File: src/rtl/pps_timekeeper_if.sv
// Bundle of PPS strobe, seconds-load request and timekeeping outputs.
// slave = timekeeper side, master = consumer/driver side.
interface pps_timekeeper_if;
    logic        pps_in;
    logic        sec_load_valid;
    logic [31:0] sec_load_value;
    logic        tick;
    logic [31:0] sec_count;
    logic [31:0] subsec_count;
    logic [31:0] period_last;
    logic [1:0]  state;
    logic        pps_missing;
    logic        pps_err;

    modport slave (
        input  pps_in, sec_load_valid, sec_load_value,
        output tick, sec_count, subsec_count, period_last,
        output state, pps_missing, pps_err
    );

    modport master (
        output pps_in, sec_load_valid, sec_load_value,
        input  tick, sec_count, subsec_count, period_last,
        input  state, pps_missing, pps_err
    );
endinterface

File: src/rtl/pps_timekeeper.sv
// 1PPS-disciplined seconds/sub-second timekeeper with lock tracking.
// Define PPS_TIMEKEEPER_HOLDOVER_EN to freewheel after a lost lock.
module pps_timekeeper #(
    parameter int unsigned C_CLOCK_FREQUENCY = 125000000,
    parameter int unsigned C_TOLERANCE       = 100,
    parameter int unsigned C_LOCK_COUNT      = 3
) (
    input logic              clk,
    input logic              rst,
    pps_timekeeper_if.slave  bus
);
    typedef enum logic [1:0] {
        UNLOCKED = 2'd0,
        ACQUIRE  = 2'd1,
        LOCKED   = 2'd2,
        HOLDOVER = 2'd3
    } state_t;

    localparam int unsigned LW = $clog2(C_LOCK_COUNT + 1);
    localparam logic [31:0] F_LO = 32'(C_CLOCK_FREQUENCY - C_TOLERANCE);
    localparam logic [31:0] F_HI = 32'(C_CLOCK_FREQUENCY + C_TOLERANCE);
    localparam logic [31:0] F_M1 = 32'(C_CLOCK_FREQUENCY - 1);
    localparam logic [31:0] CMAX = '1;
    localparam logic [LW-1:0] LOCK_N = LW'(C_LOCK_COUNT);

    state_t      state_q, state_d;
    logic [31:0] sec_q, sec_d;
    logic [31:0] sub_q, sub_d;
    logic [31:0] per_q, per_d;
    logic [31:0] pcnt_q, pcnt_d;
    logic [LW-1:0] lock_q, lock_d;
    logic        tick_q, tick_d;
    logic        miss_q, miss_d;
    logic        err_q, err_d;
    logic        pend_q, pend_d;
    logic [31:0] pval_q, pval_d;

    logic [31:0] period;
    logic [31:0] sub_sat;
    logic [LW-1:0] lock_inc;
    logic        pps;
    logic        valid;
    logic        timeout;

    always_comb begin
        pps      = bus.pps_in;
        period   = (pcnt_q == CMAX) ? CMAX : pcnt_q + 32'd1;
        valid    = (period >= F_LO) && (period <= F_HI);
        timeout  = (pcnt_q >= F_HI) && !pps;
        sub_sat  = (sub_q >= F_M1) ? F_M1 : sub_q + 32'd1;
        lock_inc = lock_q + LW'(1);

        state_d = state_q;
        sub_d   = sub_q;
        per_d   = per_q;
        lock_d  = lock_q;
        tick_d  = 1'b0;
        miss_d  = 1'b0;
        err_d   = 1'b0;
        pcnt_d  = pps ? 32'd0 : period;

        case (state_q)
            UNLOCKED: begin
                sub_d = '0;
                if (pps) begin
                    state_d = ACQUIRE;
                    lock_d  = '0;
                    tick_d  = 1'b1;
                end
            end
            ACQUIRE: begin
                if (pps) begin
                    tick_d = 1'b1;
                    sub_d  = '0;
                    per_d  = period;
                    if (valid) begin
                        lock_d = lock_inc;
                        if (lock_inc >= LOCK_N) state_d = LOCKED;
                    end else begin
                        err_d  = 1'b1;
                        lock_d = '0;
                    end
                end else if (timeout) begin
                    state_d = UNLOCKED;
                    miss_d  = 1'b1;
                    sub_d   = '0;
                    lock_d  = '0;
                end else begin
                    sub_d = sub_sat;
                end
            end
            LOCKED: begin
                if (pps) begin
                    tick_d = 1'b1;
                    sub_d  = '0;
                    per_d  = period;
                    if (!valid) begin
                        err_d   = 1'b1;
                        state_d = ACQUIRE;
                        lock_d  = '0;
                    end
                end else if (timeout) begin
                    miss_d = 1'b1;
                    lock_d = '0;
`ifdef PPS_TIMEKEEPER_HOLDOVER_EN
                    state_d = HOLDOVER;
                    sub_d   = sub_sat;
`else
                    state_d = UNLOCKED;
                    sub_d   = '0;
`endif
                end else begin
                    sub_d = sub_sat;
                end
            end
`ifdef PPS_TIMEKEEPER_HOLDOVER_EN
            HOLDOVER: begin
                if (pps) begin
                    state_d = ACQUIRE;
                    lock_d  = '0;
                    tick_d  = 1'b1;
                    sub_d   = '0;
                    per_d   = period;
                end else if (sub_q >= F_M1) begin
                    sub_d  = '0;
                    tick_d = 1'b1;
                end else begin
                    sub_d = sub_q + 32'd1;
                end
            end
`endif
            default: begin
                state_d = UNLOCKED;
                sub_d   = '0;
                lock_d  = '0;
            end
        endcase

        // A load arriving with the tick is held for the next one.
        pval_d = bus.sec_load_valid ? bus.sec_load_value : pval_q;
        sec_d  = sec_q;
        if (tick_d) begin
            sec_d  = pend_q ? pval_q : sec_q + 32'd1;
            pend_d = bus.sec_load_valid;
        end else begin
            pend_d = pend_q | bus.sec_load_valid;
        end
    end

    always_ff @(posedge clk) begin
        if (rst) begin
            state_q <= UNLOCKED;
            sec_q   <= '0;
            sub_q   <= '0;
            per_q   <= '0;
            pcnt_q  <= '0;
            lock_q  <= '0;
            tick_q  <= 1'b0;
            miss_q  <= 1'b0;
            err_q   <= 1'b0;
            pend_q  <= 1'b0;
            pval_q  <= '0;
        end else begin
            state_q <= state_d;
            sec_q   <= sec_d;
            sub_q   <= sub_d;
            per_q   <= per_d;
            pcnt_q  <= pcnt_d;
            lock_q  <= lock_d;
            tick_q  <= tick_d;
            miss_q  <= miss_d;
            err_q   <= err_d;
            pend_q  <= pend_d;
            pval_q  <= pval_d;
        end
    end

    assign bus.tick         = tick_q;
    assign bus.sec_count    = sec_q;
    assign bus.subsec_count = sub_q;
    assign bus.period_last  = per_q;
    assign bus.state        = state_q;
    assign bus.pps_missing  = miss_q;
    assign bus.pps_err      = err_q;
endmodule

File: src/flat_wrapper.sv
// flat-port wrapper written by rule: the top's interface ports become plain ports
module pps_timekeeper_flat 
#(
    parameter int unsigned C_CLOCK_FREQUENCY = 125000000,
    parameter int unsigned C_TOLERANCE       = 100,
    parameter int unsigned C_LOCK_COUNT      = 3
)
  (clk, rst, bus_pps_in, bus_sec_load_valid, bus_sec_load_value, bus_tick, bus_sec_count, bus_subsec_count, bus_period_last, bus_state, bus_pps_missing, bus_pps_err);
  pps_timekeeper_if bus_i ();
  input logic clk;
  input logic rst;
  input wire logic [$bits(bus_i.pps_in)-1:0] bus_pps_in;
  input wire logic [$bits(bus_i.sec_load_valid)-1:0] bus_sec_load_valid;
  input wire logic [$bits(bus_i.sec_load_value)-1:0] bus_sec_load_value;
  output wire logic [$bits(bus_i.tick)-1:0] bus_tick;
  output wire logic [$bits(bus_i.sec_count)-1:0] bus_sec_count;
  output wire logic [$bits(bus_i.subsec_count)-1:0] bus_subsec_count;
  output wire logic [$bits(bus_i.period_last)-1:0] bus_period_last;
  output wire logic [$bits(bus_i.state)-1:0] bus_state;
  output wire logic [$bits(bus_i.pps_missing)-1:0] bus_pps_missing;
  output wire logic [$bits(bus_i.pps_err)-1:0] bus_pps_err;
  assign bus_i.pps_in = bus_pps_in;
  assign bus_i.sec_load_valid = bus_sec_load_valid;
  assign bus_i.sec_load_value = bus_sec_load_value;
  assign bus_tick = bus_i.tick;
  assign bus_sec_count = bus_i.sec_count;
  assign bus_subsec_count = bus_i.subsec_count;
  assign bus_period_last = bus_i.period_last;
  assign bus_state = bus_i.state;
  assign bus_pps_missing = bus_i.pps_missing;
  assign bus_pps_err = bus_i.pps_err;
  pps_timekeeper #(.C_CLOCK_FREQUENCY(C_CLOCK_FREQUENCY), .C_TOLERANCE(C_TOLERANCE), .C_LOCK_COUNT(C_LOCK_COUNT)) u_core (.clk(clk), .rst(rst), .bus(bus_i));
endmodule
File: config.mk
export PLATFORM = sky130hd
export DESIGN_NAME = pps_timekeeper_flat
export DESIGN_NICKNAME = d
export VERILOG_FILES = /design/src/rtl/pps_timekeeper_if.sv /design/src/rtl/pps_timekeeper.sv /design/src/flat_wrapper.sv
export SDC_FILE = /design/constraint.sdc
export NUM_CORES = 1
export LEC_CHECK = 0
export BUFFER_PORTS_ARGS = -buffer_cell sky130_fd_sc_hd__buf_2
export CORE_ASPECT_RATIO = 1.25
export CORE_MARGIN = 3
export CORE_UTILIZATION = 31
export CTS_CLUSTER_DIAMETER = 60
export CTS_CLUSTER_SIZE = 8
export DETAILED_ROUTE_END_ITERATION = 16
export GPL_TIMING_DRIVEN = 1
export PLACE_DENSITY = 0.46
export SYNTH_ARGS = -nofsm -noshare
export SYNTH_HDL_FRONTEND = slang
export SYNTH_SLANG_ARGS = --single-unit
File: constraint.sdc
create_clock -name clk -period 6.6 [get_ports clk]
set_clock_uncertainty 0.15 [all_clocks]
set_input_delay 0.33 -clock clk [delete_from_list [all_inputs] [get_ports clk]]
set_output_delay 0.33 -clock clk [all_outputs]
set_load 0.02 [all_outputs]
# == Word level (Yosys, flattened, before mapping) ==
# Index checks and enable logic that the tools add are counted.
# W data, S select, Z words.
# word_totals
out_inout_bits,101
elab_cells,68
regBits,168
inputBits,36
# op_classes
n_reduce_logical,14
eq_ne,7
n_lt_le_gt_ge,5
addsub,4
mux,23
bitwise_logic,3
# op_table
op,count
$add A32 B1 Y32 const B,3
$ge A32 B27 Y1 const B,3
$mux W32,2
$eq A32 B32 Y1 const B,1
$le A32 B27 Y1 const B,1
$mux W27,1
$mux W2,13
$pmux W2 S3,2
$reduce_or A3 Y1,3
$ne A3 B2 Y1 const B,2
$mux W1,5
$reduce_or A5 Y1,1
$reduce_and A2 Y1,2
$reduce_and A4 Y1,1
$reduce_or A2 Y1,2
$reduce_or A4 Y1,1
$ne A3 B3 Y1 const B,1
$add A2 B1 Y2 const B,1
$eq A2 B1 Y1 const B,1
$eq A2 B2 Y1 const B,1
$ge A2 B2 Y1 const B,1
$logic_and A1 B1 Y1,2
$logic_not A2 Y1,1
$ne A2 B2 Y1 const B,1
other kinds (3),4

# == Longest topological paths before layout ==
# Gate-level depths: netlist of the first run.
# depth
ltp_word,7
ltp_mapped,13
mapped_depth_nobuf,11

# == Least setup slack after synthesis of the first run ==
# Ideal clock, no wire load.
# synth_path
path_type,reg2reg
start,reg u_core.pcnt_q[0]
end,reg u_core.state_q[0] (netlist: u_core.bus.state[0])
n_path_buf,2
arrival_time_ns,3.442
path_stages_with_launch,14
period_less_slack_ns,3.664
setup_slack_ns,2.936
setup_ns,0.072
t_required_ns,6.378
path_cell_list,dfxtp_1 -> ha_1 -> buf_2 -> nand2_1 -> or4_1 -> buf_2 -> nor3_1 -> mux2i_1 -> or4bb_1 -> nor4b_2 -> o311ai_1 -> a2111o_1 -> a21oi_2 -> mux2i_1
# synth_via
elab_chain_cells,6
elab_cells_between_ends,15
classes_between,1 x add/sub; 3 x order compare; 3 x eq/ne; 5 x mux; 3 x reduce/logical
# synth_rtl
item,line_no,text
from (decl),pps_timekeeper.sv:30,"logic [31:0] pcnt_q, pcnt_d;"
from (signal assigned),pps_timekeeper.sv:168,pcnt_q <= pcnt_d;
$add A32 B1 Y32 or $eq A32 B32 Y1 (tied branches),pps_timekeeper.sv:47,period = (pcnt_q == CMAX) ? CMAX : pcnt_q + 32'd1;
$mux W32,pps_timekeeper.sv:47,
$ge A32 B27 Y1 or $le A32 B27 Y1 (tied branches),pps_timekeeper.sv:48,valid = (period >= F_LO) && (period <= F_HI);
$logic_and A1 B1 Y1,pps_timekeeper.sv:48,
$ne A3 B2 Y1 (no line) or $ne A3 B3 Y1 (tied branches),-,
$reduce_and A4 Y1 (no line),-,
to (signal assigned),pps_timekeeper.sv:164,state_q <= state_d;
to (decl),pps_timekeeper.sv:26,"state_t state_q, state_d;"
# Parallel ways exist; a longest one is shown, timed or not.
# A chain may end at the register's enable or synchronous reset.

# == Worst setup path after layout of the first run ==
# layout_path
start,reg u_core.pcnt_q[1]
end,reg u_core.state_q[0] (netlist: u_core.bus.state[0])
# Same word-level chain as after synthesis.

==> flow_metrics.py, run 1 <==
metrics = {
    "run_status": {
        "outcome": "complete, no violations",
    },
    "sta": {
        "final_max_slew_viol_count": 0,
        "setup_violations": 0,
        "rsz0062_at_grt": "no",
        "finalHoldViolCount": 0,
        "setup_ws_ps": 2375,
        "min_period_ps": 4225,
        "period_share_pct": 64.02,
        "max-slew-margin-rel_pct": 40.45,
        "fin_setup_tns_ps": 0,
        "max_freq_mhz": 236.7,
        "worst_pin_slew_ps": 893.3,
    },
    "synth": {
        "synth_top_area_share_pct": 40.98,
        "synthArstFlopShare_pct": 0,
        "ys_seq_area_share_pct": 40.98,
        "yosysWarnings": 0,
        "synth_cell_types": 66,
        "synthCells": 1024,
        "synth-main-ff-cell": "dfxtp_1",
        "synth_xor_area_share_pct": 4.909,
        "synthSimpleGateAreaFrac_pct": 25.96,
        "synth_top_family_by_area": "simple AND/OR/NAND/NOR gates",
        "yosysTopAreaCell": "dfxtp_1",
        "synth_edf_count": 0,
        "synth.avg_cell_area_um2": 8.016,
        "synthAdderAreaFrac_pct": 1.372,
        "synth_compound_area_share_pct": 17.23,
        "muxShareOfSynthArea_pct": 4.878,
        "synth.area.top_cells": "dfxtp_1, nor2_1, mux2i_1",
        "synth_area_um2": 8208,
        "ys_ff_latch": 168,
    },
    "setup_path": {
        "path_class": "register to register",
        "crit_path_end_kind": "register",
        "arrival_ps": 4430,
        "cp_slowest_cell": "or4_1",
        "cpMostUsedCell": "mux2i_1",
        "slowest_delay_ps": 580,
        "critPathMaxFanout": 9,
        "reg2regPathDepth": 11,
        "startpoint_type": "register",
        "crit_path_cell_trace": "ha_1 > nand2_1 > or4_1 > nor3_1 > mux2i_1 > or4bb_1 > nor4b_2 > o311ai_1 > a2111o_1 > a21oi_2 > mux2i_1",
        "required_ps": 6810,
    },
    "placed_design": {
        "placed_cells": 1438,
        "pre_cts_slack_ps": 2421,
        "place.gp.congestion": 0.8341,
        "dp_hpwl_um": 16850,
        "port_buffers": 136,
        "placed_cell_area_um2": 9124,
    },
    "layout": {
        "syn_to_final_growth_pct": 22.44,
        "final_common_cell": "nor2_1",
        "final-instance-count-excl-fill": 1501,
        "drive_above_1_share_pct": 16.81,
        "num_antenna_cells": 0,
        "final_util_pct": 39.23,
        "nFillCells": 2720,
        "nNetsFinal": 1198,
        "layout_common_cells": "nor2_1, dfxtp_1, buf_2",
        "fin_area_um2": 10050,
    },
    "power_and_ir_drop": {
        "peakVddDrop_uv": 155.4,
        "p_leak_uw": 0.003906,
        "p_per_area_nw_per_um2": 235.1,
        "power.switching_uw": 619.8,
        "power.share.sequential_pct": 45.8,
        "p_clk_share_pct": 44.9,
        "intPower_uw": 1743,
        "switching_share_pct": 26.23,
        "power_frac_comb_pct": 9.3,
    },
    "detailed_routing": {
        "vias": 7596,
        "wl_um": 24310,
        "ant_nets": 0,
        "wire_per_inst_um": 16.19,
        "drt-initial-drc-count": 426,
        "first_pass_iters": 4,
        "viasPerCell": 5.061,
        "drc": 0,
    },
    "floorplan": {
        "initial_core_util_pct": 32.04,
        "die_w_um": 151.5,
        "dieArea_um2": 28480,
        "dieHeight_um": 187.9,
        "core.rowCount": 65,
        "core_area_um2": 25620,
        "boundaryPins": 137,
    },
    "clocking": {
        "clk_path_buf_depth": 2,
        "root_buffer": "clkbuf_16",
        "cts_max_level": 4,
        "numCtsBuffers": 17,
        "clkLatencyLatePin_ps": 440,
        "cts_tree": "yes",
        "clock_sinks": 168,
        "ctsResizeCount": 0,
        "clkTransAtPathRegs_ps": 60,
    },
    "global_routing": {
        "grtUsageTotal_pct": 16.90,
        "grt_pass1_vias": 7284,
        "grt_overflow": 0,
        "antenna_found_initial": 0,
        "grt_pass1_wl_um": 38900,
        "grt_max_degree": 93,
    },
    "run": {
        "maxCapViolations": 0,
    },
    "worst_hold_path": {
        "hold_path_class": "input pin to register",
        "hold_depth": 3,
    },
}
## layer usage
layer	vias to the layer above	wire, um	GRT usage, %
met5	-	0	0
met4	0	511	5.498
met3	34	1261	4.375
met2	158	11420	27.38
met1	3525	11110	21.84
li1	3879	-	-
## sequential cells by signal, summed over array words and instances (netlist names)
register / flops
u_core.bus.period_last: 32
u_core.bus.pps_err: 1
u_core.bus.pps_missing: 1
u_core.bus.sec_count: 32
u_core.bus.state: 2
u_core.bus.subsec_count: 32
u_core.bus.tick: 1
u_core.lock_q: 2
u_core.pcnt_q: 32
u_core.pend_q: 1
u_core.pval_q: 32
## kinds of logic (layout without fill, tap and decap cells)
kind of cell,Yosys count,count (layout)
AO/OA/AOI/OAI,220,220
adder cells (fa/ha/maj),9,9
buffers and inverters,97,235
XOR/XNOR,46,46
AND/OR/NAND/NOR,443,443
other,1,5
flip-flops,168,168
multiplexers,40,40
## area by class of cell
| type | count | area [um2] | share of cell area (%) |
|---|---|---|---|
| tap | 335 | 419.2 | 4.171 |
| clock inverter | 15 | 190.2 | 1.892 |
| inverter | 27 | 101.3 | 1.008 |
| clock buffer | 17 | 425.4 | 4.233 |
| timing repair buffer | 176 | 1061 | 10.56 |
| sequential | 168 | 3364 | 33.48 |
| multi-input combinational | 763 | 4488 | 44.66 |
## synthesized netlist by cell type (10+ instances only)
cell type  number
a21oi_1        71
dfxtp_1       168
nor4_1         13
clkbuf_1       51
inv_1          27
nand3_1        41
a22oi_1        12
o31ai_1        14
mux2i_1        40
a31oi_1        13
nand2b_1       10
o21ai_0        35
nand4_1        21
xor2_1         22
buf_2          12
and3_1         31
xnor2_1        24
nor3_1         20
nor2_1        196
nand2_1        64
a211oi_1       32
## path summary, 6_finish.rpt
kind	from	slack [ps]	end
worst min register to register	u_core.bus.period_last[23]	310	u_core.bus.period_last[23]
worst max-delay path	u_core.pcnt_q[1]	2370	u_core.bus.state[0]
worst min-delay path	bus_sec_load_value[1]	10	u_core.pval_q[1]
worst max register to register	u_core.pcnt_q[1]	2370	u_core.bus.state[0]
## per-stage QoR
stage / hold WS [ps] / total power [uW]
2_1_floorplan: 294.0 / 1240
3_3_place_gp: 295.1 / 1312
3_5_place_dp: 298.4 / 1313
4_1_cts: 1.429 / 2400
5_1_grt: 8.842 / 2471
6_report: 11.63 / 2363
## repair_timing
| action | in CTS | in global routing |
|---|---|---|
| hold buffers | 31 | 0 |
| hold endpoints to repair | 31 | 0 |
| buffers inserted | 0 | 0 |
| endpoints found under the setup margin | 0 | 0 |
## power groups by stage
stage               logic [uW]  clock network (uW)  registers, uW
floorplan                  110                   0           1130
global placement           206                   0           1110
detailed placement         207                   0           1110
CTS                        221                1100           1080
global route               244                1140           1090
finish                     219                1060           1080
## worst max-delay path: cells and delay by family, from the launching register on
family                     cells  cell delay, ps
AOI/OAI and AO/OA              3             840
DFF                            1             430
and+or+nand+nor                5            1830
muxes                          2             520
adders and majority gates      1             380
Note: power is estimated with default switching activity, not from simulation.
==> run 2: changes to the inputs <==
ABC_AREA = 1   (was not set)
clock period = 3.9 ns   (was 6.6 ns; I/O delays follow)
==> flow_metrics.py, run 2 <==
metrics = {
    "setup_path": {
        "required_ps": 4070,
        "startpoint_type": "register",
        "timing.rr.start": "u_core.pcnt_q[0]",
        "reg2regPathDepth": 20,
        "reg2reg_to": "u_core.bus.state[1]",
        "crit_path_end_kind": "register",
        "path_class": "register to register",
        "r2r_slack_ps": 980,
        "arrival_ps": 3090,
        "startpoint": "u_core.pcnt_q[0]",
        "critPathMaxFanout": 25,
    },
    "global_routing": {
        "grtUsageTotal_pct": 17.84,
        "met3_usage_pct": 3.724,
        "busiest_layer": "met2",
        "grtUsageMet1_pct": 21.69,
        "grt_pass1_wl_um": 42310,
        "antenna_found_initial": 0,
        "grt_pass1_vias": 8111,
        "globalRouteMet2Util_pct": 31.34,
        "grt_overflow": 0,
        "grt_max_degree": 51,
    },
    "floorplan": {
        "dieArea_um2": 29870,
        "initial_core_util_pct": 31.85,
        "core.rowCount": 67,
        "die_w_um": 155.2,
        "core_area_um2": 27080,
        "dieHeight_um": 192.5,
        "boundaryPins": 137,
    },
    "synth": {
        "synth.area.top_cells": "dfxtp_1, nand2_1, nor2_1",
        "synth_edf_count": 0,
        "synth.avg_cell_area_um2": 6.775,
        "synthArstFlopShare_pct": 0,
        "ys_seq_area_share_pct": 39.00,
        "synthCells": 1273,
        "synth-main-ff-cell": "dfxtp_1",
        "yosysWarnings": 0,
        "ys_ff_latch": 168,
        "synthTopCellsByCount": "nand2_1, nor2_1, dfxtp_1, inv_1, o21ai_0",
        "synth_area_um2": 8625,
        "yosysMostFrequentCell": "nand2_1",
        "synth_top_area_share_pct": 39.00,
        "synth_cell_types": 44,
        "yosysTopAreaCell": "dfxtp_1",
    },
    "clocking": {
        "cts_max_level": 4,
        "clkLatencyLatePin_ps": 430,
        "root_buffer": "clkbuf_16",
        "clkTransAtPathRegs_ps": 70,
        "clk_path_buf_depth": 2,
        "clock_sinks": 168,
        "cts_tree": "yes",
        "numCtsBuffers": 17,
    },
    "detailed_routing": {
        "wl_um": 26850,
        "first_pass_iters": 5,
        "viasPerCell": 4.742,
        "ant_nets": 0,
        "drt-initial-drc-count": 309,
        "wire_per_inst_um": 15.01,
        "drc": 0,
        "vias": 8484,
    },
    "layout": {
        "syn_to_final_growth_pct": 22.27,
        "drive_above_1_share_pct": 16.69,
        "layout_common_cells": "nand2_1, nor2_1, dfxtp_1",
        "num_antenna_cells": 0,
        "final_util_pct": 38.94,
        "nNetsFinal": 1476,
        "final_common_cell": "nand2_1",
    },
    "worst_hold_path": {
        "hold_depth": 5,
        "hold_path.startpoint": "rst",
        "whs_endpoint": "u_core.pcnt_q[16]",
        "hold_path_class": "input pin to register",
    },
    "placed_design": {
        "place.gp.congestion": 0.8505,
        "dp_hpwl_um": 19820,
        "port_buffers": 136,
    },
    "power_and_ir_drop": {
        "peakVddDrop_uv": 243.2,
        "finalPower_uw": 4933,
        "p_per_area_nw_per_um2": 467.8,
        "p_leak_uw": 0.004831,
    },
    "sta": {
        "fin_setup_tns_ps": 0,
        "min_period_ps": 2920,
        "rsz0062_at_grt": "no",
        "setup_violations": 0,
        "finalHoldViolCount": 0,
        "max_freq_mhz": 342.4,
        "holdWs_ps": 130.7,
        "period_share_pct": 74.88,
        "final_max_slew_viol_count": 0,
        "worst_pin_slew_ps": 887.2,
        "max-slew-margin-rel_pct": 40.85,
    },
    "run": {
        "maxCapViolations": 0,
    },
    "run_status": {
        "outcome": "complete, no violations",
    },
}
-- run 2: cell count changes in the layout (fill, tap and decap cells not counted), sizes merged, moves of 30 or more --
cell,delta
o21ai,+56
and3,-30
inv,+117
mux2i,-40
nand2,+207
nor2,+51
-- run 2: cell families (layout without fill, tap and decap cells) --
kind of cell | count (synthesis) | after routing | share of synthesized area (%)
and+or+nand+nor | 649 | 649 | 33.31
AOI/OAI and AO/OA | 214 | 214 | 13.65
buffers and inverters | 191 | 358 | 8.530
DFF | 168 | 168 | 39.00
xor gates and xnor gates | 41 | 41 | 4.164
adders and majority gates | 9 | 9 | 1.306
other | 1 | 5 | 0.04348
-- run 2: routing by layer --
metal	wire length (um)	vias up
met5	0	-
met4	603	0
met3	1241	33
met2	12960	188
met1	12040	3850
li1	-	4413
-- run 2: per-stage QoR --
stage / setup WS [ps] / area [um2] / cells
global placement: 1033 / 9647 / 1725
global route: 609.2 / 10550 / 1789
detailed placement: 998.7 / 9647 / 1725
floorplan: 1360 / 8640 / 1277
finish: 979.6 / 10550 / 1789
CTS: 982.6 / 10550 / 1789
-- run 2: what timing repair did --
item / in CTS / in global routing
hold buffers: 32 / 0
gates resized for setup: 0 / 0
buffers inserted: 0 / 0
endpoints found under the hold margin: 32 / 0
-- run 2: where the power goes --
group / total, uW / switching (uW) / internal [uW] / leakage [uW]
Combinational: 1160 / 773 / 390 / 0.00318
Clock: 1670 / 814 / 855 / 0.000280
Sequential: 2100 / 167 / 1930 / 0.00138
-- run 2: worst max-delay path by stage --
| stage | to | slack (ps) | cells past startpoint |
|---|---|---|---|
| floorplan | u_core.bus.subsec_count[26] | 1360 | 14 |
| global route | u_core.bus.state[1] | 610 | 20 |
| detailed placement | u_core.bus.state[0] | 1000 | 20 |
| global placement | u_core.bus.state[0] | 1030 | 20 |
| CTS | u_core.bus.state[1] | 980 | 20 |
| finish | u_core.bus.state[1] | 980 | 20 |
-- run 2: cell type report --
| cell class | count | area, um2 |
|---|---|---|
| clock inverter | 15 | 152.6 |
| tap | 345 | 431.7 |
| fill | 2928 | 16530 |
| clock buffer | 17 | 425.4 |
| inverter | 148 | 555.5 |
| multi-input combinational | 918 | 4541 |
| sequential | 168 | 3363 |
| timing repair buffer | 178 | 1076 |
-- run 2: critical path: stages (launching register included) --
cell     delay [ps]
dfxtp_1         370
ha_1            210
nand2_2          80
nor2_4          190
nand2_4         110
nor2_8          190
nand2_4         220
nand2_1         200
inv_1            90
nor2_1          110
nand4_1         110
nand2_1          90
nand3_1          60
nand2_1         150
nand3_2         120
nand2_4          90
inv_2            50
nand2_2          50
nand2_1          50
nand2_1          70
nor2_2           40
==> run 3: changes to the inputs <==
clock period = 2.8 ns   (was 3.9 ns; I/O delays follow)
==> flow_metrics.py, run 3 (same netlist as run 2, synthesis figures left out) <==
metrics = {
    "detailed_routing": {
        "top_layer_used": "met4",
        "first_pass_iters": 6,
        "met3_wirelength_um": 1323,
        "wl_um": 27740,
        "route.layer.met1.wl_um": 12280,
        "vias": 8607,
        "wire_per_inst_um": 15.02,
        "drt-initial-drc-count": 355,
        "drc": 0,
        "dr_wl_met2_um": 13560,
        "ant_nets": 0,
        "viasPerCell": 4.660,
    },
    "sta": {
        "setup_violations": 0,
        "setup_ws_ps": 4.334,
        "min_period_ps": 2796,
        "final_max_slew_viol_count": 0,
        "max_freq_mhz": 357.7,
        "rsz0062_at_grt": "yes",
        "max-slew-margin-rel_pct": 62.46,
        "worst_pin_slew_ps": 563.1,
        "period_share_pct": 99.85,
        "finalHoldViolCount": 0,
    },
    "power_and_ir_drop": {
        "p_leak_uw": 0.005219,
        "peakVddDrop_uv": 367.5,
        "p_per_area_nw_per_um2": 628.7,
        "finalPower_uw": 7048,
    },
    "layout": {
        "nNetsFinal": 1534,
        "num_antenna_cells": 0,
        "layout_common_cells": "nand2_1, nor2_1, dfxtp_1",
        "drive_above_1_share_pct": 21.44,
        "final_common_cell": "nand2_1",
        "nFillCells": 2911,
        "syn_to_final_growth_pct": 29.99,
    },
    "setup_path": {
        "cp_slowest_cell": "dfxtp_2",
        "crit_path_cell_trace": "ha_4 > nand2_4 > nor2_4 > nand2_4 > nor2_8 > nand3_4 > buf_6 > nand2_1 > nor2_4 > nand2_1 > nand3_1 > nand2_1 > a21oi_2 > nand2_1 > nand2_2 > nand3_2 > nand2_4 > nor2_2 > nand2_1 > nand2_1 > nor2_1",
        "timing.rr.start": "u_core.pcnt_q[1]",
        "cpMostUsedCell": "nand2_1",
        "r2r_slack_ps": 4,
        "startpoint_type": "register",
        "crit_path_end_kind": "register",
        "reg2regPathDepth": 21,
        "required_ps": 2970,
        "path_class": "register to register",
        "reg2reg_to": "u_core.bus.state[0]",
        "crit_path_end": "u_core.bus.state[0]",
        "startpoint": "u_core.pcnt_q[1]",
        "critPathMaxFanout": 8,
        "arrival_ps": 2970,
        "slowest_delay_ps": 360,
    },
    "worst_hold_path": {
        "hold_path_class": "input pin to register",
    },
    "placed_design": {
        "dp_hpwl_um": 20570,
        "pre_cts_slack_ps": -22.78,
        "port_buffers": 136,
        "place.gp.congestion": 0.9054,
    },
    "global_routing": {
        "antenna_found_initial": 0,
        "grtUsageTotal_pct": 18.42,
        "grt_overflow": 0,
        "grt_max_degree": 43,
        "grt_pass1_wl_um": 43860,
        "grt_pass1_vias": 8342,
    },
    "clocking": {
        "clkLatencyLatePin_ps": 430,
        "clock_sinks": 168,
        "cts_tree": "yes",
        "clkTransAtPathRegs_ps": 70,
        "numCtsBuffers": 17,
        "cts_max_level": 4,
        "clk_path_buf_depth": 2,
        "root_buffer": "clkbuf_16",
    },
    "floorplan": {
        "core_area_um2": 27080,
        "die_w_um": 155.2,
        "core.rowCount": 67,
        "dieHeight_um": 192.5,
        "boundaryPins": 137,
        "initial_core_util_pct": 31.85,
        "dieArea_um2": 29870,
    },
    "run_status": {
        "outcome": "complete, no violations",
    },
    "run": {
        "maxCapViolations": 0,
    },
}
## run 3: changes by cell type in the layout (fill, tap and decap cells not counted), moves of 3 or more
cell	change
nor3_1	-3
buf_12	+3
inv_6	+3
buf_4	+48
clkinv_2	+3
dfxtp_2	+5
nand2_4	+3
nor2_2	+7
nand2_1	-5
nor2_1	-9
buf_6	+3
dlygate4sd3_1	+4
inv_8	-5
dfxtp_1	-5
## run 3: worst max-delay path: cells and delay by family, from the launching register on
family          cells  cell delay (ps)
compound gates      1               70
flops               1              360
buf+inv             1              180
fa+ha+maj           1              160
simple gates       18             1760
## run 3: cell type report
class	count	area, um2	area share [%]
clock buffers	17	425.4	3.795
well taps	345	431.7	3.850
inverters	148	558.0	4.978
multi-input cells	918	4691	41.84
clock inverters	15	165.2	1.473
repair buffers	236	1570	14.01
flip-flops and latches	168	3369	30.06
## run 3: per-layer routing
metal / vias up / global-route usage [%]
met5: - / 0
met4: 0 / 5.221
met3: 37 / 4.015
met2: 181 / 32.67
met1: 3870 / 22.44
li1: 4519 / -
## run 3: report_power, final
part / switching (uW) / internal [uW]
clock network: 1100 / 1340
registers: 220 / 2690
logic: 1110 / 587
total: 2430 / 4620
## run 3: through the flow
step / utilization, % / setup TNS [ps] / hold slack, ps / area [um2] / cells
floorplan: - / 0 / 124.9 / 8640 / 1277
global placement: 37.04 / -15.26 / 213.2 / 10030 / 1771
detailed placement: 37.04 / -43.03 / 222.8 / 10030 / 1771
CTS: 40.61 / 0 / 67.28 / 11000 / 1839
global route: 41.40 / -796.6 / 96.59 / 11210 / 1847
finish: 41.40 / 0 / 74.22 / 11210 / 1847
## run 3: how the worst min path moves through the flow
| stage | startpoint | endpoint | slack [ps] | depth (start not counted) |
|---|---|---|---|---|
| CTS | rst | u_core.pcnt_q[23] | 70 | 5 |
| detailed placement | bus_sec_load_value[10] | u_core.pval_q[10] | 220 | 3 |
| global placement | bus_sec_load_value[17] | u_core.pval_q[17] | 210 | 3 |
| global route | rst | u_core.pcnt_q[25] | 100 | 5 |
| finish | rst | u_core.pcnt_q[29] | 70 | 5 |
| floorplan | bus_sec_load_value[21] | u_core.pval_q[21] | 120 | 2 |
## run 3: repair_timing
action                                  4_1_cts  5_1_grt
pin swaps                                     0       19
hold endpoints to repair                     32        0
setup buffers                                 0        8
gates cloned                                  0        0
endpoints found under the setup margin        3       10
hold buffers                                 36        0
resized for setup                             4       40
